File: src/rtl/mips_multicycle_ctrl.sv
// Control FSM for the shared 32-bit MIPS multicycle datapath.
// It sequences fetch, decode, execute, memory and writeback, and it drives the
// extender mode. The memory handshake is req/ready, with a timeout that traps.
// Optional retire counter: define MIPS_CTRL_RETIRE_CNT_EN to add the
// retired[31:0] output.
// All outputs are combinational from the state, opcode/funct and the handshake
// inputs. They are gated to 0 while rst_n is low, so mem_req drops
// asynchronously on reset.
module mips_multicycle_ctrl #(
  parameter int unsigned TIMEOUT = 255,
  parameter int unsigned CNT_W   = 8
) (
  input  logic       clk,
  input  logic       rst_n,
  input  logic [5:0] opcode,
  input  logic [5:0] funct,
  input  logic       zero,
  input  logic       mem_ready,
  output logic       mem_req,
  output logic       mem_we,
  output logic       mem_addr_sel,
  output logic       ir_we,
  output logic       pc_we,
  output logic [1:0] pc_src,
  output logic       target_we,
  output logic       alu_src_a,
  output logic [1:0] alu_src_b,
  output logic [2:0] alu_op,
  output logic       ext_sel,
  output logic       reg_we,
  output logic       reg_dst,
  output logic       mem_to_reg,
  output logic       illegal_op,
  output logic       bus_err,
  output logic [3:0] state
`ifdef MIPS_CTRL_RETIRE_CNT_EN
  ,
  output logic [31:0] retired
`endif
);

  typedef enum logic [3:0] {
    S_FETCH    = 4'd0,
    S_DECODE   = 4'd1,
    S_EXEC_R   = 4'd2,
    S_EXEC_I   = 4'd3,
    S_MEM_ADDR = 4'd4,
    S_MEM_RD   = 4'd5,
    S_MEM_WR   = 4'd6,
    S_WB_R     = 4'd7,
    S_WB_I     = 4'd8,
    S_WB_MEM   = 4'd9,
    S_BRANCH   = 4'd10,
    S_JUMP     = 4'd11,
    S_TRAP     = 4'd12
  } state_t;

  localparam logic [5:0] OP_RTYPE = 6'h00;
  localparam logic [5:0] OP_J     = 6'h02;
  localparam logic [5:0] OP_BEQ   = 6'h04;
  localparam logic [5:0] OP_ADDI  = 6'h08;
  localparam logic [5:0] OP_ANDI  = 6'h0C;
  localparam logic [5:0] OP_ORI   = 6'h0D;
  localparam logic [5:0] OP_LW    = 6'h23;
  localparam logic [5:0] OP_SW    = 6'h2B;

  localparam logic [2:0] ALU_ADD = 3'b000;
  localparam logic [2:0] ALU_SUB = 3'b001;
  localparam logic [2:0] ALU_AND = 3'b010;
  localparam logic [2:0] ALU_OR  = 3'b011;
  localparam logic [2:0] ALU_SLT = 3'b100;

  state_t           r_state;
  state_t           w_next;
  logic [CNT_W-1:0] r_cnt;
  logic             r_cause_to;
  logic             w_cause_to;
  logic             w_funct_ok;
  logic [2:0]       w_funct_op;
  logic             w_timeout;

  // Map funct to an ALU operation and flag unsupported R-type functions.
  always_comb begin
    w_funct_ok = 1'b1;
    w_funct_op = ALU_ADD;
    case (funct)
      6'h20:   w_funct_op = ALU_ADD;
      6'h22:   w_funct_op = ALU_SUB;
      6'h24:   w_funct_op = ALU_AND;
      6'h25:   w_funct_op = ALU_OR;
      6'h2A:   w_funct_op = ALU_SLT;
      default: w_funct_ok = 1'b0;
    endcase
  end

  // Bus timeout: the wait count reached the limit and ready is still low.
  assign w_timeout = (TIMEOUT != 0) && (r_cnt == CNT_W'(TIMEOUT)) && !mem_ready;

  // Next-state and datapath control decode.
  always_comb begin
    w_next       = r_state;
    w_cause_to   = r_cause_to;
    mem_req      = 1'b0;
    mem_we       = 1'b0;
    mem_addr_sel = 1'b0;
    ir_we        = 1'b0;
    pc_we        = 1'b0;
    pc_src       = 2'b00;
    target_we    = 1'b0;
    alu_src_a    = 1'b0;
    alu_src_b    = 2'b00;
    alu_op       = ALU_ADD;
    ext_sel      = (opcode == OP_ANDI) || (opcode == OP_ORI);
    reg_we       = 1'b0;
    reg_dst      = 1'b0;
    mem_to_reg   = 1'b0;
    illegal_op   = 1'b0;
    bus_err      = 1'b0;

    case (r_state)
      S_FETCH: begin
        mem_req   = 1'b1;
        alu_src_b = 2'b01;
        if (mem_ready) begin
          ir_we  = 1'b1;
          pc_we  = 1'b1;
          w_next = S_DECODE;
        end else if (w_timeout) begin
          w_next     = S_TRAP;
          w_cause_to = 1'b1;
        end
      end
      S_DECODE: begin
        alu_src_b = 2'b11;
        target_we = 1'b1;
        case (opcode)
          OP_RTYPE: w_next = w_funct_ok ? S_EXEC_R : S_TRAP;
          OP_ADDI, OP_ANDI, OP_ORI: w_next = S_EXEC_I;
          OP_LW, OP_SW: w_next = S_MEM_ADDR;
          OP_BEQ:   w_next = S_BRANCH;
          OP_J:     w_next = S_JUMP;
          default:  w_next = S_TRAP;
        endcase
        w_cause_to = 1'b0;
      end
      S_EXEC_R: begin
        alu_src_a = 1'b1;
        alu_op    = w_funct_op;
        w_next    = S_WB_R;
      end
      S_WB_R: begin
        alu_src_a = 1'b1;
        alu_op    = w_funct_op;
        reg_we    = 1'b1;
        reg_dst   = 1'b1;
        w_next    = S_FETCH;
      end
      S_EXEC_I: begin
        alu_src_a = 1'b1;
        alu_src_b = 2'b10;
        if (opcode == OP_ANDI)     alu_op = ALU_AND;
        else if (opcode == OP_ORI) alu_op = ALU_OR;
        w_next = S_WB_I;
      end
      S_WB_I: begin
        reg_we = 1'b1;
        w_next = S_FETCH;
      end
      S_MEM_ADDR: begin
        alu_src_a = 1'b1;
        alu_src_b = 2'b10;
        w_next    = (opcode == OP_SW) ? S_MEM_WR : S_MEM_RD;
      end
      S_MEM_RD, S_MEM_WR: begin
        mem_req      = 1'b1;
        mem_addr_sel = 1'b1;
        mem_we       = (r_state == S_MEM_WR);
        if (mem_ready) begin
          w_next = (r_state == S_MEM_WR) ? S_FETCH : S_WB_MEM;
        end else if (w_timeout) begin
          w_next     = S_TRAP;
          w_cause_to = 1'b1;
        end
      end
      S_WB_MEM: begin
        reg_we     = 1'b1;
        mem_to_reg = 1'b1;
        w_next     = S_FETCH;
      end
      S_BRANCH: begin
        alu_src_a = 1'b1;
        alu_op    = ALU_SUB;
        pc_src    = 2'b01;
        pc_we     = zero;
        w_next    = S_FETCH;
      end
      S_JUMP: begin
        pc_src = 2'b10;
        pc_we  = 1'b1;
        w_next = S_FETCH;
      end
      S_TRAP: begin
        illegal_op = !r_cause_to;
        bus_err    = r_cause_to;
        w_next     = S_FETCH;
      end
      default: w_next = S_FETCH;
    endcase

    if (!rst_n) begin
      mem_req      = 1'b0;
      mem_we       = 1'b0;
      mem_addr_sel = 1'b0;
      ir_we        = 1'b0;
      pc_we        = 1'b0;
      pc_src       = 2'b00;
      target_we    = 1'b0;
      alu_src_a    = 1'b0;
      alu_src_b    = 2'b00;
      alu_op       = ALU_ADD;
      ext_sel      = 1'b0;
      reg_we       = 1'b0;
      reg_dst      = 1'b0;
      mem_to_reg   = 1'b0;
      illegal_op   = 1'b0;
      bus_err      = 1'b0;
    end
  end

  assign state = rst_n ? r_state : 4'd0;

  // State register and latched trap cause.
  always_ff @(posedge clk or negedge rst_n) begin
    if (!rst_n) begin
      r_state    <= S_FETCH;
      r_cause_to <= 1'b0;
    end else begin
      r_state    <= w_next;
      r_cause_to <= w_cause_to;
    end
  end

  // Wait counter: cleared on every state change, counts stalled request cycles.
  always_ff @(posedge clk or negedge rst_n) begin
    if (!rst_n) begin
      r_cnt <= '0;
    end else if (w_next != r_state) begin
      r_cnt <= '0;
    end else if (mem_req && !mem_ready) begin
      r_cnt <= r_cnt + CNT_W'(1);
    end
  end

`ifdef MIPS_CTRL_RETIRE_CNT_EN
  logic [31:0] r_retired;

  // Count instructions that complete normally; a trap exit never counts.
  always_ff @(posedge clk or negedge rst_n) begin
    if (!rst_n) begin
      r_retired <= 32'd0;
    end else if ((w_next == S_FETCH) &&
                 (r_state inside {S_WB_R, S_WB_I, S_WB_MEM, S_MEM_WR, S_BRANCH, S_JUMP})) begin
      r_retired <= r_retired + 32'd1;
    end
  end

  assign retired = r_retired;
`endif

endmodule

File: config.mk
export PLATFORM = sky130hd
export DESIGN_NAME = mips_multicycle_ctrl
export DESIGN_NICKNAME = d
export VERILOG_FILES = /design/src/rtl/mips_multicycle_ctrl.sv
export SDC_FILE = /design/constraint.sdc
export NUM_CORES = 1
export LEC_CHECK = 0
export CORE_UTILIZATION = 45
export CTS_CLUSTER_SIZE = 20
export DETAILED_ROUTE_END_ITERATION = 8
export PLACE_DENSITY = 0.74
export SLEW_MARGIN = 40
export SYNTH_ARGS = -nofsm -noshare
export SYNTH_HDL_FRONTEND = slang
export SYNTH_SLANG_ARGS = --single-unit
File: constraint.sdc
create_clock -name clk -period 4.05 [get_ports clk]
set_input_delay 0.6075 -clock clk [delete_from_list [all_inputs] [get_ports clk]]
set_output_delay 0.6075 -clock clk [all_outputs]
set_load 0.05 [all_outputs]
Yosys cells after proc, flatten, opt, wreduce, memory -nomap -nowiden
Cells that the tools add are included.

Memory bits (read-only): 0. Memories kept: 0. Memory bits (writable): 0. Register bits after elaboration: 13. Output and inout port bits: 24. Latch bits: 0. Input port bits: 16. Logic and storage cells: 101.

Reductions and logical operators: 19. $lt $le $gt $ge: 0. Mux-type cells: 50. Divide/modulo/power cells: 0. Add/sub/neg operators: 1. Equal/unequal tests: 28. Bitwise operators: 0. Multipliers: 0. Shift operators: 0.

Operators with widths (number): equality test 6 bit (second input constant) (7); two-way mux 1 bit (28); two-way mux 4 bit (6); one-hot mux 4 bit (6 select lines) (1); equality test 4 bit (second input constant) (5); one-hot mux 4 bit (5 select lines) (1); equality test 6 x 4 -> 1 bit (second input constant) (3); equality test 4 x 3 -> 1 bit (second input constant) (4); two-way mux 8 bit (2); one-hot mux 3 bit (4 select lines) (1); two-way mux 2 bit (5); OR reduction 5 bit (2); one-hot mux 3 bit (3 select lines) (1); OR reduction 3 bit (3); adder 8 x 1 -> 8 bit (second input constant) (1); equality test 4 x 2 -> 1 bit (second input constant) (2); equality test 8 bit (second input constant) (1); OR reduction 2 bit (4); equality test 6 x 2 -> 1 bit (second input constant) (1); equality test 6 x 3 -> 1 bit (second input constant) (1); zero test 6 bit (1); one-hot mux 2 bit (3 select lines) (1); equality test 4 x 1 -> 1 bit (second input constant) (1); zero test 4 bit (1); 12 further kinds (15).

Longest topological paths before layout
Word-level depth: 8. Depth in mapped cells: 7. Gate-level depth less buffers: 6.

Worst setup path before layout
No wires, ideal clock.

Path type: input to output. Start: input rst_n. End: output mem_we. Arrival: 2.607 ns. Setup slack: 0.835 ns. Path buffers: 1. Cell stages on the path: 4. Data required time: 3.442 ns. Path through: clkbuf_1 -> and2_1 -> nand2_1 -> nor3_1.

Word-level cells in the longest chain between the ends: 1.

Ends and longest elaborated chain: from (decl) (RTL line 14) `input logic rst_n,`; two-way mux 1 bit (RTL line 210) `if (!rst_n) begin`; to (decl) (RTL line 20) `output logic mem_we,`.

No other way between the ends.

Final worst setup path
Start: input funct[1]. End: output alu_op[0].

Word-level cells in the longest chain between the ends: 4. Elaborated cells on any way between the ends: 7. Classes of those cells: eq/ne: 4; mux: 3.

Ends and longest elaborated chain: from (decl) (RTL line 16) `input logic [5:0] funct,`; equality test 6 bit (RTL line 86) `case (funct)`; one-hot mux 3 bit (4 select lines) * (RTL line 86); one-hot mux 3 bit (3 select lines) * (RTL line 120) `case (r_state)`; two-way mux 3 bit * (RTL line 210); to (decl) (RTL line 28) `output logic [2:0] alu_op,`.

Every way passes the cells marked *; elsewhere a longest branch is shown, timed or not.

==> results.md <==
* Largest net degree at the start of global routing at 22
* Setup TNS at 0 ns
* Ports at 40
* Fin Hold WS at roughly 0.55 ns
* Die ar. at between 3000 and 4000 µm²
* Post-synthesis sequential area ratio at between 20% and 30%
* Final worst slack at 0.433 ns
* Max-cap violation count at 0
* Nature of the critical path endpoint: output port
* Mapped Area at 1360 µm²
* Layout Skew at 0.00192 ns
* CP max FO at 3
* Share of post-route cells with drive strength above 1 at 8.96%
* Syn nets at 193
* Fin nets at 230
* Pleak at 0.683 nW
* Residual DRC at 6
* Cts hold-fix bufs at 0
* Max_slew headroom at 55.2%
* Gr usage total at 22.8%
* Congestion Overflow GR at 0
* Clk slew on worst S/H paths at around 0.08 ns
* Synth area leaders: dfrtp_1 24%, nor3_1 5.9%, nand2_1 5.5%
* Fin crit period at 3.62 ns
* Post-Route WL at roughly 3500 µm
* Routed len/inst at 14.4 µm
* Final worst path period share at 89.3%
* Initial core utilization at just under 50%
* Synth warn at 0
* Initial antenna violation count at 0
* FF+latch count, synth at 13
* Port buffer count at 39
* Number of global-route vias before repair at 1306
* Max layer used: met4
* H-tree depth at 1
* Status: finished, violations left
* Synth Instances at 176
* Synth Flop Type: dfrtp_1
* VDD IR-drop max at between 0.2 and 0.3 mV
* TritonCTS clock tree: done
* Post-synth EDFFs at 0
* Hold Path Class: flop to flop
* Root buf cell: clkbuf_4
* Num CTS Buffers at 3
* Wire length on met2 at 1640 µm
* Yosys top cell area share at 23.9%
* First-pass iteration count of the detailed router at 6
* Routed vias/inst at around 5.8
* RD Place Congestion at 0.885
* Cell variety after synth at 53
* Setup repair bufs after CTS at 0
* Detailed placer's ending HPWL at 2700 µm
* Core Rows at 19
* Final setup viols at 0
* Maximum clock insertion buffer count at 2
* Synth cell count leaders: 20 x nand2_1, 20 x nor2_1, 16 x nor3_1
* Starting DRT DRC Count at 83
* Async SR Flop Fraction at 100%
* Slew Viols, Final at 0
* Clk Latency, worst-skew pair at approximately 0.28 ns
* RSZ-0062 raised after global routing: false
* Final core area utilization at 63.6%
* N_diodes at 0
* Failing checks: design-rule violations
* Setup CP Type: input pin to output port
* Met1 WL at 1670 µm
* Achievable clock frequency at between 0.2 and 0.3 GHz
* First-pass GRT wire length at ~6000 µm
* Final Hold Vio Count at 0
* Post_cts resized at 0
* Via Count at 1420
* Die H at 57.0 µm
* P&R area growth vs syn at 31.3%
* WL met3 at 176 µm
* Worst-Margin Slew at 0.673 ns
* Synthesized area per cell at 7.73 µm²
* Cell taking the most area after synthesis: dfrtp_1
* Power Dens Cells at 549 nW/µm²
* Core Area at 2810 µm²
* Placement Setup Slack at about 0.44 ns
* WP data arrival at 3.01 ns
* CP Data Required Time at 3.44 ns
* Post-DRT Antenna Nets at 0
* Clock sink count at 13
* Die X-Extent at approximately 57 µm
* Crit start category: input pin
[logic make-up after synthesis]
group	after synthesis	synth area share, %
buffers and inverters	21	7.18
AOI/OAI and AO/OA	33	20.0
muxes	2	1.56
adders and majority gates	1	0.920
DFF	13	23.9
and+or+nand+nor	97	40.7
xor gates and xnor gates	9	5.80
[sequential cells by signal, indices dropped and copies added, names as in the netlist]
signal and flops:
r_cnt 8, r_state 4, r_cause_to 1
[per-stage QoR]
| step | instance area, µm² | std cells | power (W) |
|---|---|---|---|
| floorplan | 1360 | 176 | 0.000717 |
| global route | 1790 | 243 | 0.00104 |
| CTS | 1790 | 243 | 0.000980 |
| detailed placement | 1760 | 239 | 0.000895 |
| finish | 1790 | 243 | 0.000981 |
| global placement | 1760 | 239 | 0.000890 |
[cell type report]
cell class,instances,area (µm²)
multi-input combinational,142,937
tap,31,38.8
clock buffer,4,26.3
inverter,10,37.5
sequential,13,325
timing repair buffer,43,420
fill,255,1020
[per-layer routing]
metal	global-route usage (%)	vias up
li1	-	708
met2	35.3	42
met1	33.0	668
met5	0	-
met4	4.53	0
met3	4.76	2
[critical path, cell delays in order]
cell             delay [ns]
clkdlybuf4s50_1        0.55
or3b_1                 0.39
nor3_1                 0.21
and3_1                 0.19
o21ai_0                0.08
a31oi_1                0.17
clkdlybuf4s50_1        0.81
[layout by cell type, fill, tap and decap left out, types with 2 or more instances in the layout]
cell,synthesis,layout
and2_1,5,5
clkdlybuf4s50_1,0,39
o311ai_1,2,2
nor3_1,16,16
nand2b_1,6,6
nand3_1,6,6
nor2_1,20,20
o21ai_0,5,5
and3_1,5,5
xor2_1,2,2
a31oi_1,4,4
or3_1,2,2
a211o_1,2,2
clkbuf_4,0,3
nand2_1,20,20
o41a_1,2,2
buf_4,0,4
a21oi_1,5,5
xnor2_1,7,7
or3b_1,2,2
dfrtp_1,13,13
inv_1,10,10
[power breakdown]
group	internal (W)	switching, W
clock	0.0000383	0.0000453
combinational	0.000244	0.000436
sequential	0.000150	0.0000673
[final timing paths]
check	from	to	slack, ns	cells after the start
max	funct[1]	alu_op[0]	0.43	7
min	r_cause_to	r_cause_to	0.55	1
max reg2reg	r_state[0]	r_cnt[5]	2.08	6
min reg2reg	r_cause_to	r_cause_to	0.55	1
max in group asynchronous	rst_n	r_state[1]	3.00	2
min in group asynchronous	rst_n	r_cause_to	0.87	2
Note: power is estimated with default switching activity, not from simulation.
